==> config.mk <==
export PLATFORM = sky130hd
export DESIGN_NAME = regfile_mp
export DESIGN_NICKNAME = d
export VERILOG_FILES = /design/src/rtl/regfile_pkg.sv /design/src/rtl/regfile_scoreboard.sv /design/src/rtl/regfile_mp.sv
export SDC_FILE = /design/constraint.sdc
export NUM_CORES = 2
export LEC_CHECK = 0
export CAP_MARGIN = 20
export CORE_MARGIN = 2
export CORE_UTILIZATION = 35
export CTS_CLUSTER_DIAMETER = 80
export CTS_CLUSTER_SIZE = 16
export DETAILED_ROUTE_END_ITERATION = 10
export PLACE_DENSITY = 0.56
export REMOVE_ABC_BUFFERS = 1
export SLEW_MARGIN = 20
export SYNTH_ARGS = -nofsm -noshare
export SYNTH_HDL_FRONTEND = slang
export SYNTH_SLANG_ARGS = --single-unit
export TNS_END_PERCENT = 30
==> constraint.sdc <==
create_clock -name i_clk -period 6 [get_ports i_clk]
set_input_delay 1.2 -clock i_clk [delete_from_list [all_inputs] [get_ports i_clk]]
set_output_delay 1.2 -clock i_clk [all_outputs]
set_load 0.005 [all_outputs]
==> src/rtl/regfile_pkg.sv <==
// Shared types for the multi-port register file and the hazard unit.
// rf_aw derives the register address width from the register count.
package regfile_pkg;

  typedef enum logic {
    RF_INIT,
    RF_RUN
  } rf_state_e;

  function automatic int rf_aw(input int nregs);
    return (nregs < 2) ? 1 : $clog2(nregs);
  endfunction

endpackage

==> src/rtl/regfile_scoreboard.sv <==
// Per-register busy bits: issue sets, write clears, and issue wins a same-cycle collision.
// Lookups see registered state only, so a write is never bypassed into rd_busy.
module regfile_scoreboard
  import regfile_pkg::*;
#(
  parameter int NREGS = 32,
  parameter int NWR   = 1,
  parameter int NRD   = 2,
  localparam int AW   = rf_aw(NREGS)
) (
  input  logic                    i_clk,
  input  logic                    i_rst,
  input  logic                    i_run,
  input  logic [NWR-1:0]          i_wr_en,
  input  logic [NWR-1:0][AW-1:0]  i_wr_addr,
  input  logic                    i_iss_en,
  input  logic [AW-1:0]           i_iss_addr,
  input  logic [NRD-1:0][AW-1:0]  i_rd_addr,
  output logic [NRD-1:0]          o_rd_busy
);

  logic [NREGS-1:0] r_busy;
  logic [NREGS-1:0] w_busy_nxt;

  // Clears first, then the set, so a new producer overrides a retiring one.
  always_comb begin
    w_busy_nxt = r_busy;
    for (int p = 0; p < NWR; p++) begin
      if (i_wr_en[p]) w_busy_nxt[i_wr_addr[p]] = 1'b0;
    end
    if (i_iss_en && (i_iss_addr != '0)) w_busy_nxt[i_iss_addr] = 1'b1;
    w_busy_nxt[0] = 1'b0;
  end

  always_ff @(posedge i_clk) begin
    if (i_rst) begin
      r_busy <= '0;
    end else if (i_run) begin
      r_busy <= w_busy_nxt;
    end
  end

  always_comb begin
    o_rd_busy = '0;
    for (int i = 0; i < NRD; i++) begin
      o_rd_busy[i] = i_run & r_busy[i_rd_addr[i]];
    end
  end

endmodule

==> src/rtl/regfile_mp.sv <==
// Multi-port register file with optional write-to-read bypass and a busy scoreboard.
// A post-reset sequencer walks entries 1..NREGS-1 writing zero before raising ready.
module regfile_mp
  import regfile_pkg::*;
#(
  parameter int XLEN   = 32,
  parameter int NREGS  = 32,
  parameter int NRD    = 2,
  parameter int NWR    = 1,
  parameter int BYPASS = 0,
  localparam int AW    = rf_aw(NREGS)
) (
  input  logic                      i_clk,
  input  logic                      i_rst,
  input  logic [NRD-1:0][AW-1:0]    i_rd_addr,
  output logic [NRD-1:0][XLEN-1:0]  o_rd_data,
  output logic [NRD-1:0]            o_rd_busy,
  input  logic [NWR-1:0]            i_wr_en,
  input  logic [NWR-1:0][AW-1:0]    i_wr_addr,
  input  logic [NWR-1:0][XLEN-1:0]  i_wr_data,
  input  logic                      i_iss_en,
  input  logic [AW-1:0]             i_iss_addr,
  output logic                      o_ready
);

  rf_state_e       r_state, w_state_nxt;
  logic [AW-1:0]   r_cnt, w_cnt_nxt;
  logic            r_ready, w_ready_nxt;
  logic            w_run;
  logic [XLEN-1:0] w_mem [NREGS];

  assign w_run   = (r_state == RF_RUN);
  assign o_ready = r_ready;

  always_ff @(posedge i_clk) begin
    if (i_rst) begin
      r_state <= RF_INIT;
      r_cnt   <= AW'(1);
      r_ready <= 1'b0;
    end else begin
      r_state <= w_state_nxt;
      r_cnt   <= w_cnt_nxt;
      r_ready <= w_ready_nxt;
    end
  end

  // cnt holds at NREGS-1 when the sweep finishes instead of wrapping.
  always_comb begin
    w_state_nxt = r_state;
    w_cnt_nxt   = r_cnt;
    case (r_state)
      RF_INIT: begin
        if (r_cnt == AW'(NREGS - 1)) w_state_nxt = RF_RUN;
        else                         w_cnt_nxt   = r_cnt + AW'(1);
      end
      default: ;
    endcase
    w_ready_nxt = (w_state_nxt == RF_RUN);
  end

  assign w_mem[0] = '0;

  for (genvar r = 1; r < NREGS; r++) begin : g_reg
    logic [XLEN-1:0] r_q;
    logic            w_hit;
    logic [XLEN-1:0] w_val;

    // Later ports overwrite earlier ones, so the highest port index wins.
    always_comb begin
      w_hit = 1'b0;
      w_val = '0;
      for (int p = 0; p < NWR; p++) begin
        if (i_wr_en[p] && (i_wr_addr[p] == AW'(r))) begin
          w_hit = 1'b1;
          w_val = i_wr_data[p];
        end
      end
    end

    always_ff @(posedge i_clk) begin
      if (!i_rst) begin
        if (r_state == RF_INIT) begin
          if (r_cnt == AW'(r)) r_q <= '0;
        end else if (w_hit) begin
          r_q <= w_val;
        end
      end
    end

    assign w_mem[r] = r_q;
  end

  for (genvar i = 0; i < NRD; i++) begin : g_rd
    logic            w_bp_hit;
    logic [XLEN-1:0] w_bp_val;
    logic [XLEN-1:0] w_data;

    always_comb begin
      w_bp_hit = 1'b0;
      w_bp_val = '0;
      for (int p = 0; p < NWR; p++) begin
        if ((BYPASS != 0) && i_wr_en[p] && (i_wr_addr[p] == i_rd_addr[i]) &&
            (i_rd_addr[i] != '0)) begin
          w_bp_hit = 1'b1;
          w_bp_val = i_wr_data[p];
        end
      end
      if (!w_run)        w_data = '0;
      else if (w_bp_hit) w_data = w_bp_val;
      else               w_data = w_mem[i_rd_addr[i]];
    end

    assign o_rd_data[i] = w_data;
  end

  regfile_scoreboard #(
    .NREGS(NREGS),
    .NWR  (NWR),
    .NRD  (NRD)
  ) u_scoreboard (
    .i_clk     (i_clk),
    .i_rst     (i_rst),
    .i_run     (w_run),
    .i_wr_en   (i_wr_en),
    .i_wr_addr (i_wr_addr),
    .i_iss_en  (i_iss_en),
    .i_iss_addr(i_iss_addr),
    .i_rd_addr (i_rd_addr),
    .o_rd_busy (o_rd_busy)
  );

endmodule

# == Word-level counts from Yosys, hierarchy flattened ==
# Cells that the tools add are included.
# word_totals
inputBits,56
register_bits,1029
out_inout_bits,67
word_cells,419
# op_classes
magnitude_cmp,8
mux,175
bitwise,10
addsub,1
eq_ne,93
n_reduce_logical,98
# op_table
op,n
2-to-1 mux 32 bit,132
binary-select mux 32 bit (select 5 bit),2
equality test 5 bit (second input constant),32
AND reduction 3 bit,31
equality test 5 x 4 -> 1 bit (second input constant),16
inequality test 2 x 1 -> 1 bit (second input constant),31
nonzero test 2 bit,31
equality test 5 x 3 -> 1 bit (second input constant),8
2-to-1 mux 1 bit,37
logical AND 1 bit,34
bitwise AND 32 bit,1
NOT 32 bit,1
bitwise OR 32 bit,1
< comparator 5 x 6 -> 1 bit (second input constant),4
equality test 5 x 2 -> 1 bit (second input constant),4
greater-or-equal comparator 6 bit (second input constant),2
NOT 5 -> 6 bit,2
binary-select mux 1 bit (select 5 bit),2
demux 1 bit (select 5 bit),2
equality test 5 x 1 -> 1 bit (second input constant),2
greater-or-equal comparator 5 x 1 -> 1 bit (second input constant),2
adder 5 x 1 -> 5 bit (second input constant),1
nonzero test 5 bit,1
NOT 1 bit,3
other kinds (2),3

# == Logic depth before layout (Yosys ltp) ==
# depth
depth_word,9
mapped_depth,9

# == Modules after synthesis ==
# Synthesis repeated with hierarchy kept, for this count alone.
# hier_totals
hier_cells,4106
area_unflattened_um2,56777.0
# by_module_without_submodules
mod,cells_per_inst,area_each_um2,n_inst
regfile_mp,3889,54836.3,1
regfile_scoreboard,217,1940.6,1

# == Worst setup path before layout ==
# OpenSTA, ideal clock, no wires.
# synth_timing
kind,input -> register
from,input i_wr_addr[2] in the netlist's numbering
to,"register g_reg[31].r_q[0], enable pin"
path_stages,5
slack_ps,1244
path_buffers,2
t_arrival_ps,4286
path_cell_list,clkbuf_1 -> and3_1 -> clkbuf_1 -> nand4_1 -> a21boi_0
# synth_between
elab_chain_cells,5
# synth_rtl
item,line_no,rtl
"start, declared",regfile_mp.sv:19,"input logic [NWR-1:0][AW-1:0] i_wr_addr,"
equality test 5 bit,regfile_mp.sv:73,if (i_wr_en[p] && (i_wr_addr[p] == AW'(r))) begin
logical AND 1 bit,regfile_mp.sv:73,
2-to-1 mux 1 bit,regfile_mp.sv:73,
inequality test 2 x 1 -> 1 bit (no source line),--,
AND reduction 3 bit (no source line),--,
"end signal, assigned",regfile_mp.sv:85,r_q <= w_val;
"end, declared",regfile_mp.sv:64,logic [XLEN-1:0] r_q;
# No other way between the ends.
# A chain may end at the register's enable or synchronous reset.

==> results.rst <==
.. list-table::
   :header-rows: 1

   * - Metric
     - Value
   * - Number of top-level design ports
     - 123
   * - Setup Viol. Count Final
     - 0
   * - Post-route total power
     - 14.1 mW
   * - Initial DRC Count
     - 5143
   * - Detailed-route wire length
     - 207000 µm
   * - Warnings from Yosys
     - 0
   * - Slew headroom
     - 0.154
   * - Count of vias placed by the detailed router
     - 37900
   * - Initial antenna violation count
     - 17
   * - Highest ir drop seen on vdd
     - 0.000209 V
   * - Max-cap violation count
     - 0
   * - Placed Cells incl. Taps
     - 5981
   * - Number of buffers on the longest clock path
     - 3
   * - Power per cell area
     - 227 nW/µm²
   * - Area used by sequential logic in the layout
     - 30500 µm²
   * - Mean instance size in the synthesized netlist
     - 13.9 µm²
   * - Inserted Clock Buffers
     - 74
   * - Number of cell instances on the worst register-to-register path
     - 6
   * - Height of the die
     - 403 µm
   * - Net count reported at finish
     - 4048
   * - ANT nets after route
     - 0
   * - Synthesis-stage register bit count
     - 1029
   * - Number of cells upsized or downsized after cts
     - 0
   * - Simple-gate portion of the synthesized area
     - 0.147
   * - Hold bufs inserted after CTS
     - 0
   * - LEAKAGE
     - 19.9 nW
   * - Share of the clock period used by the worst path
     - 0.940
   * - Die width
     - 403 µm
   * - CP arrival
     - 4.44 ns
   * - Synth-to-Final Area Change
     - 11.6%
   * - Vias per std cell
     - 6.23
   * - Via count of the first global-routing pass
     - 37400
   * - Share of the yosys chip area belonging to registers
     - 0.547
   * - Clock tree from TritonCTS
     - built
   * - Worst hold slack
     - 0.499 ns
   * - Layout cells sized above 1
     - 0.222
   * - Setup WS pre-CTS
     - 0.433 ns
   * - Nature of the critical path endpoint
     - output pin
   * - Max frequency
     - 0.177 GHz
   * - Netlist area before placement
     - 55800 µm²
   * - Final weighted congestion in routability-driven placement
     - 0.863
   * - Clock latency on the worst-skew pair
     - 0.70 ns
   * - Detailed-route DRC error count
     - 0
   * - Number of unique standard cell types used by synthesis
     - 52
   * - Fill cell total of the finished layout
     - 14500
   * - First-pass GRT wire length
     - 289000 µm
   * - Synth Area in XOR/XNOR
     - 0.000471
   * - Gr ovfl total
     - 0
   * - Shortest period the worst path allows
     - 5.64 ns
   * - Compound-cell area share of the yosys netlist
     - 0.0551
   * - Main combinational cell family by area after synthesis
     - multiplexers
   * - R2r setup slk
     - 1.65 ns
   * - Max FO, Critical Path
     - 27
   * - Adder-cell share of the synthesized area
     - 0.00135
   * - WP data required
     - 4.80 ns
   * - Hold/Removal Path Class
     - reg -> reg
   * - Final hold violations
     - 0
   * - Unrepaired setup endpoints after global routing
     - no
   * - H-tree lvl count
     - 3
   * - Core Footprint
     - 158000 µm²
   * - Type of the worst setup path
     - in -> out
   * - Buffer type at the clock tree root
     - sky130_fd_sc_hd__clkbuf_16
   * - Async SR Flop Fraction
     - 0
   * - Cell count after synthesis
     - 3999
   * - Average wire per cell in the routed design
     - 34.0 µm
   * - Setup clock skew after layout
     - 0.0287 ns
   * - Largest net degree at the start of global routing
     - 103
   * - Total routing resource utilization after global routing
     - 0.250
   * - Post-CTS setup buffer count
     - 0
   * - Transition at the pin with the smallest max-transition slack
     - 1.26 ns
   * - Mux contribution to synthesized area
     - 0.211
   * - Multi-input combinational cell area
     - 23600 µm²
   * - Sink count of the clock tree
     - 1029
   * - Die ar.
     - 163000 µm²
   * - Detailed-placement wirelength estimate
     - 126000 µm
   * - Number of port buffers
     - 122
   * - Non-filler instance count after layout
     - 6081
   * - Most frequently used flop master after synthesis
     - sky130_fd_sc_hd__edfxtp_1
   * - 1st-pass router iterations
     - 6
   * - Max Transition Viols Final
     - 0
   * - Register clock-pin slew on the reported worst setup and hold paths
     - 0.09 ns
   * - Initial core utilization
     - 0.352
   * - Final setup slack of the worst path
     - 0.360 ns
   * - Critical path launch point type
     - primary input
   * - Number of cells on the worst hold path
     - 2
   * - Site row count
     - 146
   * - Run status
     - complete, no violations
   * - EDFF count, synth
     - 992
==> cell usage after synthesis (6+ instances only) <==
cell type | count | area, µm²
sky130_fd_sc_hd__a2111oi_0 | 24 | 210
sky130_fd_sc_hd__a2111oi_1 | 32 | 320
sky130_fd_sc_hd__a211oi_1 | 59 | 443
sky130_fd_sc_hd__a21oi_1 | 46 | 230
sky130_fd_sc_hd__a221oi_1 | 35 | 307
sky130_fd_sc_hd__a22o_1 | 19 | 166
sky130_fd_sc_hd__a22oi_1 | 32 | 240
sky130_fd_sc_hd__a31oi_1 | 9 | 56.3
sky130_fd_sc_hd__and2_1 | 744 | 4650
sky130_fd_sc_hd__and3_1 | 263 | 1650
sky130_fd_sc_hd__buf_1 | 10 | 37.5
sky130_fd_sc_hd__buf_2 | 71 | 355
sky130_fd_sc_hd__buf_4 | 25 | 188
sky130_fd_sc_hd__buf_6 | 12 | 135
sky130_fd_sc_hd__buf_8 | 9 | 135
sky130_fd_sc_hd__clkbuf_1 | 327 | 1230
sky130_fd_sc_hd__dfxtp_1 | 37 | 741
sky130_fd_sc_hd__edfxtp_1 | 992 | 29800
sky130_fd_sc_hd__ha_1 | 6 | 75.1
sky130_fd_sc_hd__inv_1 | 6 | 22.5
sky130_fd_sc_hd__mux2_2 | 74 | 833
sky130_fd_sc_hd__mux2i_1 | 237 | 2370
sky130_fd_sc_hd__mux4_2 | 379 | 8540
sky130_fd_sc_hd__nand2_1 | 43 | 161
sky130_fd_sc_hd__nand2b_1 | 14 | 87.6
sky130_fd_sc_hd__nor2_1 | 126 | 473
sky130_fd_sc_hd__nor2b_1 | 74 | 463
sky130_fd_sc_hd__nor3_1 | 56 | 280
sky130_fd_sc_hd__nor3b_1 | 8 | 60.1
sky130_fd_sc_hd__nor4_1 | 33 | 206
sky130_fd_sc_hd__o21ai_0 | 43 | 215
sky130_fd_sc_hd__o21ai_1 | 9 | 45.0
sky130_fd_sc_hd__o221ai_1 | 24 | 210
sky130_fd_sc_hd__o22a_1 | 13 | 114
sky130_fd_sc_hd__o22ai_1 | 80 | 500
==> cell type report <==
type | instances | share of cell area
timing repair buffer | 368 | 0.0550
inverter | 6 | 0.000362
antenna | 5 | 0.000201
sequential | 1029 | 0.490
tap | 2072 | 0.0416
multi-input combinational | 2507 | 0.379
clock inverter | 3 | 0.000342
clock buffer | 91 | 0.0327
==> cells by family (layout without fill, tap and decap cells) <==
group	Yosys count	in the layout
buf+inv	463	468
other cells	0	5
xor+xnor	3	3
flops	1029	1029
simple gates	1381	1381
fa+ha+maj	6	6
compound gates	427	427
mux	690	690
==> power breakdown <==
part / switching (mW) / leakage [nW] / internal [mW]
clock network: 2.58 / 1.01 / 2.37
logic: 0.826 / 10.7 / 0.475
registers: 0.0318 / 8.15 / 7.82
==> path summary, 6_finish.rpt <==
path	end	start
max	o_rd_data[13]	i_rd_addr[2]
min	u_scoreboard.r_busy[19]$_SDFFE_PP0P_	u_scoreboard.r_busy[19]$_SDFFE_PP0P_
max reg2reg	g_reg[30].r_q[17]$_SDFFCE_PN0P_	o_ready$_SDFF_PP0_
min reg2reg	u_scoreboard.r_busy[19]$_SDFFE_PP0P_	u_scoreboard.r_busy[19]$_SDFFE_PP0P_
==> placed cells by master (no fill, tap or decap), drive strengths merged, types with 59 or more instances in the layout <==
master         count
mux2              74
mux4             379
mux2i            237
a211oi            59
nor2b             75
clkbuf            91
and2             744
buf              270
edfxtp           992
o22ai             80
clkdlybuf4s50     98
nor2             126
and3             263
==> through the flow <==
step | util | instance area [µm²] | setup TNS [ns]
floorplan | - | 53700 | -1205.43
global placement | 0.380 | 60200 | -0.101
detailed placement | 0.380 | 60200 | 0
CTS | 0.393 | 62300 | 0
global route | 0.393 | 62200 | 0
finish | 0.393 | 62200 | 0
==> per-layer routing <==
layer  track usage  part of all wire  routed length (µm)
met1         0.348              0.40               82800
met4        0.0984             0.045                9300
met5             0           0.00016                  34
met2         0.390              0.46               94300
met3        0.0430             0.099               20600
==> critical path: stages <==
cell and delay (ns):
sky130_fd_sc_hd__buf_4 0.27, sky130_fd_sc_hd__or2_2 0.69, sky130_fd_sc_hd__o21ai_0 0.28, sky130_fd_sc_hd__nor3_1 0.12
sky130_fd_sc_hd__a2111oi_1 1.09, sky130_fd_sc_hd__clkdlybuf4s50_1 0.69
==> state kept, by name (all words and copies together) (netlist names) <==
register / cells
g.r_q: 992
u_scoreboard.r_busy: 31
r_cnt: 5
o_ready: 1
(Power assumes the default switching activity.)
